### src/rtl/stopwatch_ctrl_fsm.sv
// Stopwatch controller: conditions three raw buttons, sequences the time counter
// through IDLE/RUNNING/STOPPED and keeps a small bank of captured lap times.
//
// state   | meaning
// IDLE    | counter stopped and cleared, waiting for start
// RUNNING | counter enabled, laps may be captured
// STOPPED | counter held, display can be unfrozen, clear returns to IDLE
module stopwatch_ctrl_fsm #(
    parameter int TIME_W          = 24,
    parameter int LAP_DEPTH       = 4,
    parameter int DEBOUNCE_CYCLES = 16,
    parameter int LAP_IDX_W       = 3
) (
    input  logic                 clk,
    input  logic                 res,
    input  logic                 start_stop,
    input  logic                 lap_time,
    input  logic                 clear,
    input  logic [TIME_W-1:0]    time_in,
    input  logic [LAP_IDX_W-1:0] lap_sel,
    output logic                 counter_enable,
    output logic                 counter_clear,
    output logic                 display_enable,
    output logic [TIME_W-1:0]    lap_data,
    output logic [LAP_IDX_W-1:0] lap_count,
    output logic                 lap_overflow,
    output logic [1:0]           state_out
);

    localparam logic [1:0] ST_IDLE = 2'b00;
    localparam logic [1:0] ST_RUN  = 2'b01;
    localparam logic [1:0] ST_STOP = 2'b10;

    localparam int                   CNT_W    = $clog2(DEBOUNCE_CYCLES + 1);
    localparam logic [CNT_W-1:0]     CNT_LAST = CNT_W'(DEBOUNCE_CYCLES - 1);
    localparam logic [LAP_IDX_W-1:0] LAP_FULL = LAP_IDX_W'(LAP_DEPTH);

    // Bit order for all per-button vectors: {clear, lap_time, start_stop}
    logic [2:0]       btn_raw;
    logic [2:0]       sync1_q, sync2_q, stable_q, evt_q;
    logic [CNT_W-1:0] dbc_q [3];

    assign btn_raw = {clear, lap_time, start_stop};

    always_ff @(posedge clk) begin
        if (res) begin
            sync1_q  <= '0;
            sync2_q  <= '0;
            stable_q <= '0;
            evt_q    <= '0;
            for (int i = 0; i < 3; i++) dbc_q[i] <= '0;
        end else begin
            sync1_q <= btn_raw;
            sync2_q <= sync1_q;
            for (int i = 0; i < 3; i++) begin
                evt_q[i] <= 1'b0;
                if (sync2_q[i] == stable_q[i]) begin
                    dbc_q[i] <= '0;
                end else if (dbc_q[i] == CNT_LAST) begin
                    // level accepted; only a rising acceptance is an event
                    stable_q[i] <= sync2_q[i];
                    evt_q[i]    <= sync2_q[i];
                    dbc_q[i]    <= '0;
                end else begin
                    dbc_q[i] <= dbc_q[i] + CNT_W'(1);
                end
            end
        end
    end

    logic ev_ss, ev_lap, ev_clr;
    assign ev_ss  = evt_q[0];
    assign ev_lap = evt_q[1];
    assign ev_clr = evt_q[2];

    logic [1:0]           state_q, state_d;
    logic                 disp_q, disp_d, ovf_q, ovf_d;
    logic                 cen_q, cclr_q;
    logic [LAP_IDX_W-1:0] lap_cnt_q, lap_cnt_d;
    logic [TIME_W-1:0]    slot_q [LAP_DEPTH];
    logic [TIME_W-1:0]    lap_data_q, rd_d;
    logic                 capture, bank_clr;

    always_comb begin
        state_d   = state_q;
        disp_d    = disp_q;
        ovf_d     = ovf_q;
        lap_cnt_d = lap_cnt_q;
        capture   = 1'b0;
        bank_clr  = 1'b0;
        case (state_q)
            ST_IDLE: begin
                if (ev_ss)       state_d  = ST_RUN;
                else if (ev_clr) bank_clr = 1'b1;
            end
            ST_RUN: begin
                if (ev_lap) begin
                    disp_d = ~disp_q;
                    if (lap_cnt_q == LAP_FULL) begin
                        ovf_d = 1'b1;
                    end else begin
                        capture   = 1'b1;
                        lap_cnt_d = lap_cnt_q + LAP_IDX_W'(1);
                    end
                end
                if (ev_ss) state_d = ST_STOP;
            end
            ST_STOP: begin
                if (ev_clr) begin
                    state_d  = ST_IDLE;
                    bank_clr = 1'b1;
                    disp_d   = 1'b1;
                end else begin
                    if (ev_lap) disp_d  = 1'b1;
                    if (ev_ss)  state_d = ST_RUN;
                end
            end
            default: state_d = ST_IDLE;
        endcase
        if (bank_clr) begin
            lap_cnt_d = '0;
            ovf_d     = 1'b0;
        end
    end

    // Readback uses pre-update contents so a same-cycle capture reads old data
    always_comb begin
        rd_d = '0;
        for (int i = 0; i < LAP_DEPTH; i++) begin
            if (LAP_IDX_W'(i) == lap_sel && lap_sel < lap_cnt_q) rd_d = slot_q[i];
        end
    end

    always_ff @(posedge clk) begin
        if (res) begin
            state_q    <= ST_IDLE;
            cen_q      <= 1'b0;
            cclr_q     <= 1'b0;
            disp_q     <= 1'b1;
            ovf_q      <= 1'b0;
            lap_cnt_q  <= '0;
            lap_data_q <= '0;
            for (int i = 0; i < LAP_DEPTH; i++) slot_q[i] <= '0;
        end else begin
            state_q    <= state_d;
            cen_q      <= (state_d == ST_RUN);
            cclr_q     <= bank_clr;
            disp_q     <= disp_d;
            ovf_q      <= ovf_d;
            lap_cnt_q  <= lap_cnt_d;
            lap_data_q <= rd_d;
            for (int i = 0; i < LAP_DEPTH; i++) begin
                if (bank_clr)                                      slot_q[i] <= '0;
                else if (capture && lap_cnt_q == LAP_IDX_W'(i)) slot_q[i] <= time_in;
            end
        end
    end

    assign counter_enable = cen_q;
    assign counter_clear  = cclr_q;
    assign display_enable = disp_q;
    assign lap_data       = lap_data_q;
    assign lap_count      = lap_cnt_q;
    assign lap_overflow   = ovf_q;
    assign state_out      = state_q;

endmodule

### config.mk
export PLATFORM = sky130hd
export DESIGN_NAME = stopwatch_ctrl_fsm
export DESIGN_NICKNAME = d
export VERILOG_FILES = /design/src/rtl/stopwatch_ctrl_fsm.sv
export SDC_FILE = /design/constraint.sdc
export NUM_CORES = 1
export LEC_CHECK = 0
export BUFFER_PORTS_ARGS = -buffer_cell sky130_fd_sc_hd__clkbuf_2
export CORE_ASPECT_RATIO = 1.75
export CORE_MARGIN = 5
export CORE_UTILIZATION = 50
export CTS_BUF_LIST = sky130_fd_sc_hd__clkbuf_4
export CTS_CLUSTER_SIZE = 10
export DETAILED_ROUTE_END_ITERATION = 16
export HOLD_SLACK_MARGIN = 0.15
export PLACE_DENSITY = 0.72
export SYNTH_ARGS = -nofsm -noshare
export SYNTH_HDL_FRONTEND = slang
export SYNTH_SLANG_ARGS = --single-unit
### constraint.sdc
create_clock -name clk -period 9.07 [get_ports clk]
set_input_delay 1.3605 -clock clk [delete_from_list [all_inputs] [get_ports clk]]
set_output_delay 1.3605 -clock clk [all_outputs]
set_load 0.01 [all_outputs]
After elaboration in Yosys (flattened, before gate mapping):

Memory sizes are Yosys's and may differ from the RTL's.
Cells that the tools add are included.

* memories kept: 2
* output and inout bits: 33
* input bits: 32
* register bits after elaboration: 45
* logic and storage cells: 176
* bits in writable memories: 111

* order comparisons: 1
* reduce and logical (&&, ||, !) cells: 22
* muxes and demuxes: 89
* equal/unequal tests: 18
* bitwise logic cells: 25
* $add $sub $neg: 4

Memory list
* slot_q: depth 4, width 24, read ports 4, clocked after Yosys merged registers in 0, write ports 4, RTL line 80 `logic [TIME_W-1:0] slot_q [LAP_DEPTH];`
* dbc_q: depth 3, width 5, read ports 3, clocked after Yosys merged registers in 0, write ports 3, RTL line 41 `logic [CNT_W-1:0] dbc_q [3];`

Operators by type and width (count)
* two-way mux 24 bit: 12
* two-way mux 1 bit: 62
* two-way mux 5 bit: 9
* OR 1 bit: 17
* adder 5 x 1 -> 5 bit, second input constant: 3
* equality test 5 x 4 -> 1 bit, second input constant: 3
* AND reduction 3 bit: 3
* OR reduction 3 bit: 3
* logical AND 1 bit: 8
* NOT 1 bit: 8
* equality test 2 x 3 -> 1 bit, first input constant: 2
* equality test 3 x 2 -> 1 bit, second input constant: 2
* logical NOT 3 bit: 2
* two-way mux 2 bit: 3
* one-hot mux 2 bit (3 select lines): 1
* AND reduction 2 bit: 3
* equality test 2 x 1 -> 1 bit, second input constant: 2
* one-hot mux 1 bit (2 select lines): 2
* adder 3 x 1 -> 3 bit, second input constant: 1
* equality test 1 bit: 3
* equality test 1 x 3 -> 1 bit, first input constant: 1
* equality test 3 x 1 -> 1 bit, second input constant: 1
* equality test 3 bit, second input constant: 1
* less-than comparator 3 bit: 1
* 6 further kinds: 6

Longest topological paths before layout:

* word-level depth: 10
* gate-level depth with buffers: 6
* mapped depth without buffers: 5

Worst setup path after synthesis:

OpenSTA, ideal clock, no wires.

* kind: input to register
* start point: in res
* end point: mem slot_q[0][0] (enable)
* library setup time: 561 ps
* path slack: 6057 ps
* data arrival time: 2452 ps
* buffers on the path: 1
* stages: 3
* data required time: 8509 ps
* path through: a31oi_4 -> buf_2 -> o21ai_0

RTL lines
* from (decl): RTL line 15 `input logic res,`
* to (decl): RTL line 80

==> flow_summary.ini <==
[logic_synthesis]
netlist_instances = 449
synthXorXnorAreaFrac_pct = 1.20
yosys.area_share.simple_pct = 17.5
yosysMostFrequentCell = edfxtp_1
yosys_warnings = 0
seq_area_frac_synth_pct = 64.6
synth.top_cells.by_count = edfxtp_1, and3_1, dfxtp_1, nor2b_1, and2_1
syn_area_mm2 = 0.00655
ys_top_cells_by_area = edfxtp_1, dfxtp_1, mux4_2
syn_avg_cell_area_um2 = 14.6
async_flop_share_pct = 0
synth_top_area_cell = edfxtp_1
synth_edf_count = 111
synth_flop_cell = edfxtp_1
synth_top_area_share_pct = 50.9
synth_adder_area_share_pct = 2.48
synth_cell_types = 43
synth_top_family_by_area = simple AND/OR/NAND/NOR gates
synth-compound-area-share_pct = 1.78
synthMuxAreaShare_pct = 8.71
ys_ff_latch = 156

[global_routing]
grt_pass1_wl_um = 18700
grt_usage_pct = 16.0
grt_pass1_vias = 3747
grt_max_degree = 77
antenna_found_initial = 1
globalRoute.totalOverflow = 0

[placed_design]
dp_hpwl_um = 7780
gp_congestion = 0.780
port_buffers = 64
place_inst = 674

[job]
drv_cap = 0

[finish]
fill_cells = 1053
layout.cells.non_filler = 707
fin_nets = 567
regArea_mm2 = 0.00423
multi_input_area_mm2 = 0.00214
drive_above_1_share_pct = 25.2
area_growth_pct = 10.5

[sta]
fin_setup_tns_ps = 0
post-route-period-util_pct = 34.8
max_freq_mhz = 317
hold_viol = 0
post-route-min-period_ps = 3150
rsz0062_at_grt = no
timing.hold.ws_ps = 453
fin_skew_ps = 19.9
drv_slew = 0
relSlewSlack_pct = 16.9
setup_viol = 0
worstMarginPinSlew_ps = 1250

[power]
power.density_mw_per_mm2 = 171
p_leak_nw = 3.05
ir_drop_mv = 0.122

[floorplan]
rows = 55
die_x_um = 96.5
die_h_um = 161
coreArea_mm2 = 0.0129
initial_core_util_pct = 50.9
ios = 65
die-area_mm2 = 0.0156

[clocking]
clock_path_buffers = 2
cts.clk_slew.worst_paths_ps = 130
htree_levels = 4
cts_tree = done
numCtsBuffers = 17
clockRootBuffer = clkbuf_4
numClockSinks = 156
postCtsHoldBufs = 0
post_cts.repair.setup_buffers = 0
cts_resized = 0
clk_latency_ps = 540

[route]
wire_per_inst_um = 16.2
drc_errors = 0
vias = 3633
drt-initial-drc-count = 202
ant_nets = 0
totalWireLength_um = 11500
via_per_inst = 5.14
firstDrtPassIters = 7

[worst_setup_path]
cp.arrival_ps = 3180
startpoint_type = primary input
crit_path_end_kind = flip-flop
path_class = in2reg
cp.required_ps = 9100
cp_max_fo = 76

[status]
outcome = complete, no violations

[worst_hold_path]
hold_class = reg2reg
## cell families (layout without fill, tap and decap cells)
kind of cell | Yosys count | in the layout
AO/OA/AOI/OAI | 18 | 18
XOR/XNOR | 9 | 9
adder cells (fa/ha/maj) | 13 | 13
buffers and inverters | 40 | 112
flip-flops | 156 | 156
multiplexers | 27 | 27
other | 1 | 16
AND/OR/NAND/NOR | 185 | 185
## layer usage
metal  global-route usage (%)  wire [um]
met4                     6.26        201
met2                     28.7       6350
met1                     17.5       4230
met5                        0          0
met3                     4.19        666
## cell usage in the layout, fill, tap and decap left out, drive strengths merged, types with 3 or more instances in the layout
master	n
edfxtp	111
clkbuf	82
and3	77
dfxtp	45
nor2b	30
and2	26
nor2	24
mux4	24
inv	21
conb	15
ha	13
o21ai	7
xnor2	6
a21oi	6
nand2b	6
nand3	5
buf	4
or3	3
mux2i	3
nor4bb	3
xor2	3
clkinvlp	3
## worst max-delay path, stage by stage
cell and delay, ps:
clkbuf_2 280, a31oi_4 230, buf_4 490, nand2b_1 800
## stage by stage
stage	area (um2)	util (%)	total power, mW	setup slack, ps
finish	7240	56.3	1.23	5920
global route	7240	56.3	1.29	5740
CTS	7240	56.3	1.25	5910
detailed placement	6980	54.2	0.869	5320
global placement	6980	54.2	0.865	5440
floorplan	6600	-	0.847	6060
## cell type report
class | count | share of cell area (%)
antenna | 1 | 0.0346
multi-input combinational | 267 | 29.5
tap | 171 | 2.95
sequential | 156 | 58.5
timing repair buffer | 68 | 4.84
inverter | 12 | 0.622
clock inverter | 14 | 1.71
clock buffer | 18 | 1.87
## registers in the layout (all words and copies together) (netlist names), 2 cells and up
name       cells
state_out      2
slot_q        96
evt_q          3
dbc_q         15
sync1_q        3
lap_data      24
stable_q       3
sync2_q        3
lap_count      3
## where the power goes
| group | switching [mW] | total [mW] | internal (mW) |
|---|---|---|---|
| clock | 0.262 | 0.384 | 0.122 |
| sequential | 0.00700 | 0.788 | 0.781 |
| combinational | 0.0354 | 0.0634 | 0.0280 |
| total | 0.304 | 1.23 | 0.931 |
## path summary, 6_finish.rpt
check,start,end,slack (ps),cells past startpoint
hold / removal,sync1_q[1],sync2_q[1],450,1
hold reg to reg,sync1_q[1],sync2_q[1],450,1
setup reg to reg,state_out[0],slot_q[2][4],6360,4
setup / recovery,res,slot_q[2][4],5920,4
(Power assumes the default switching activity.)
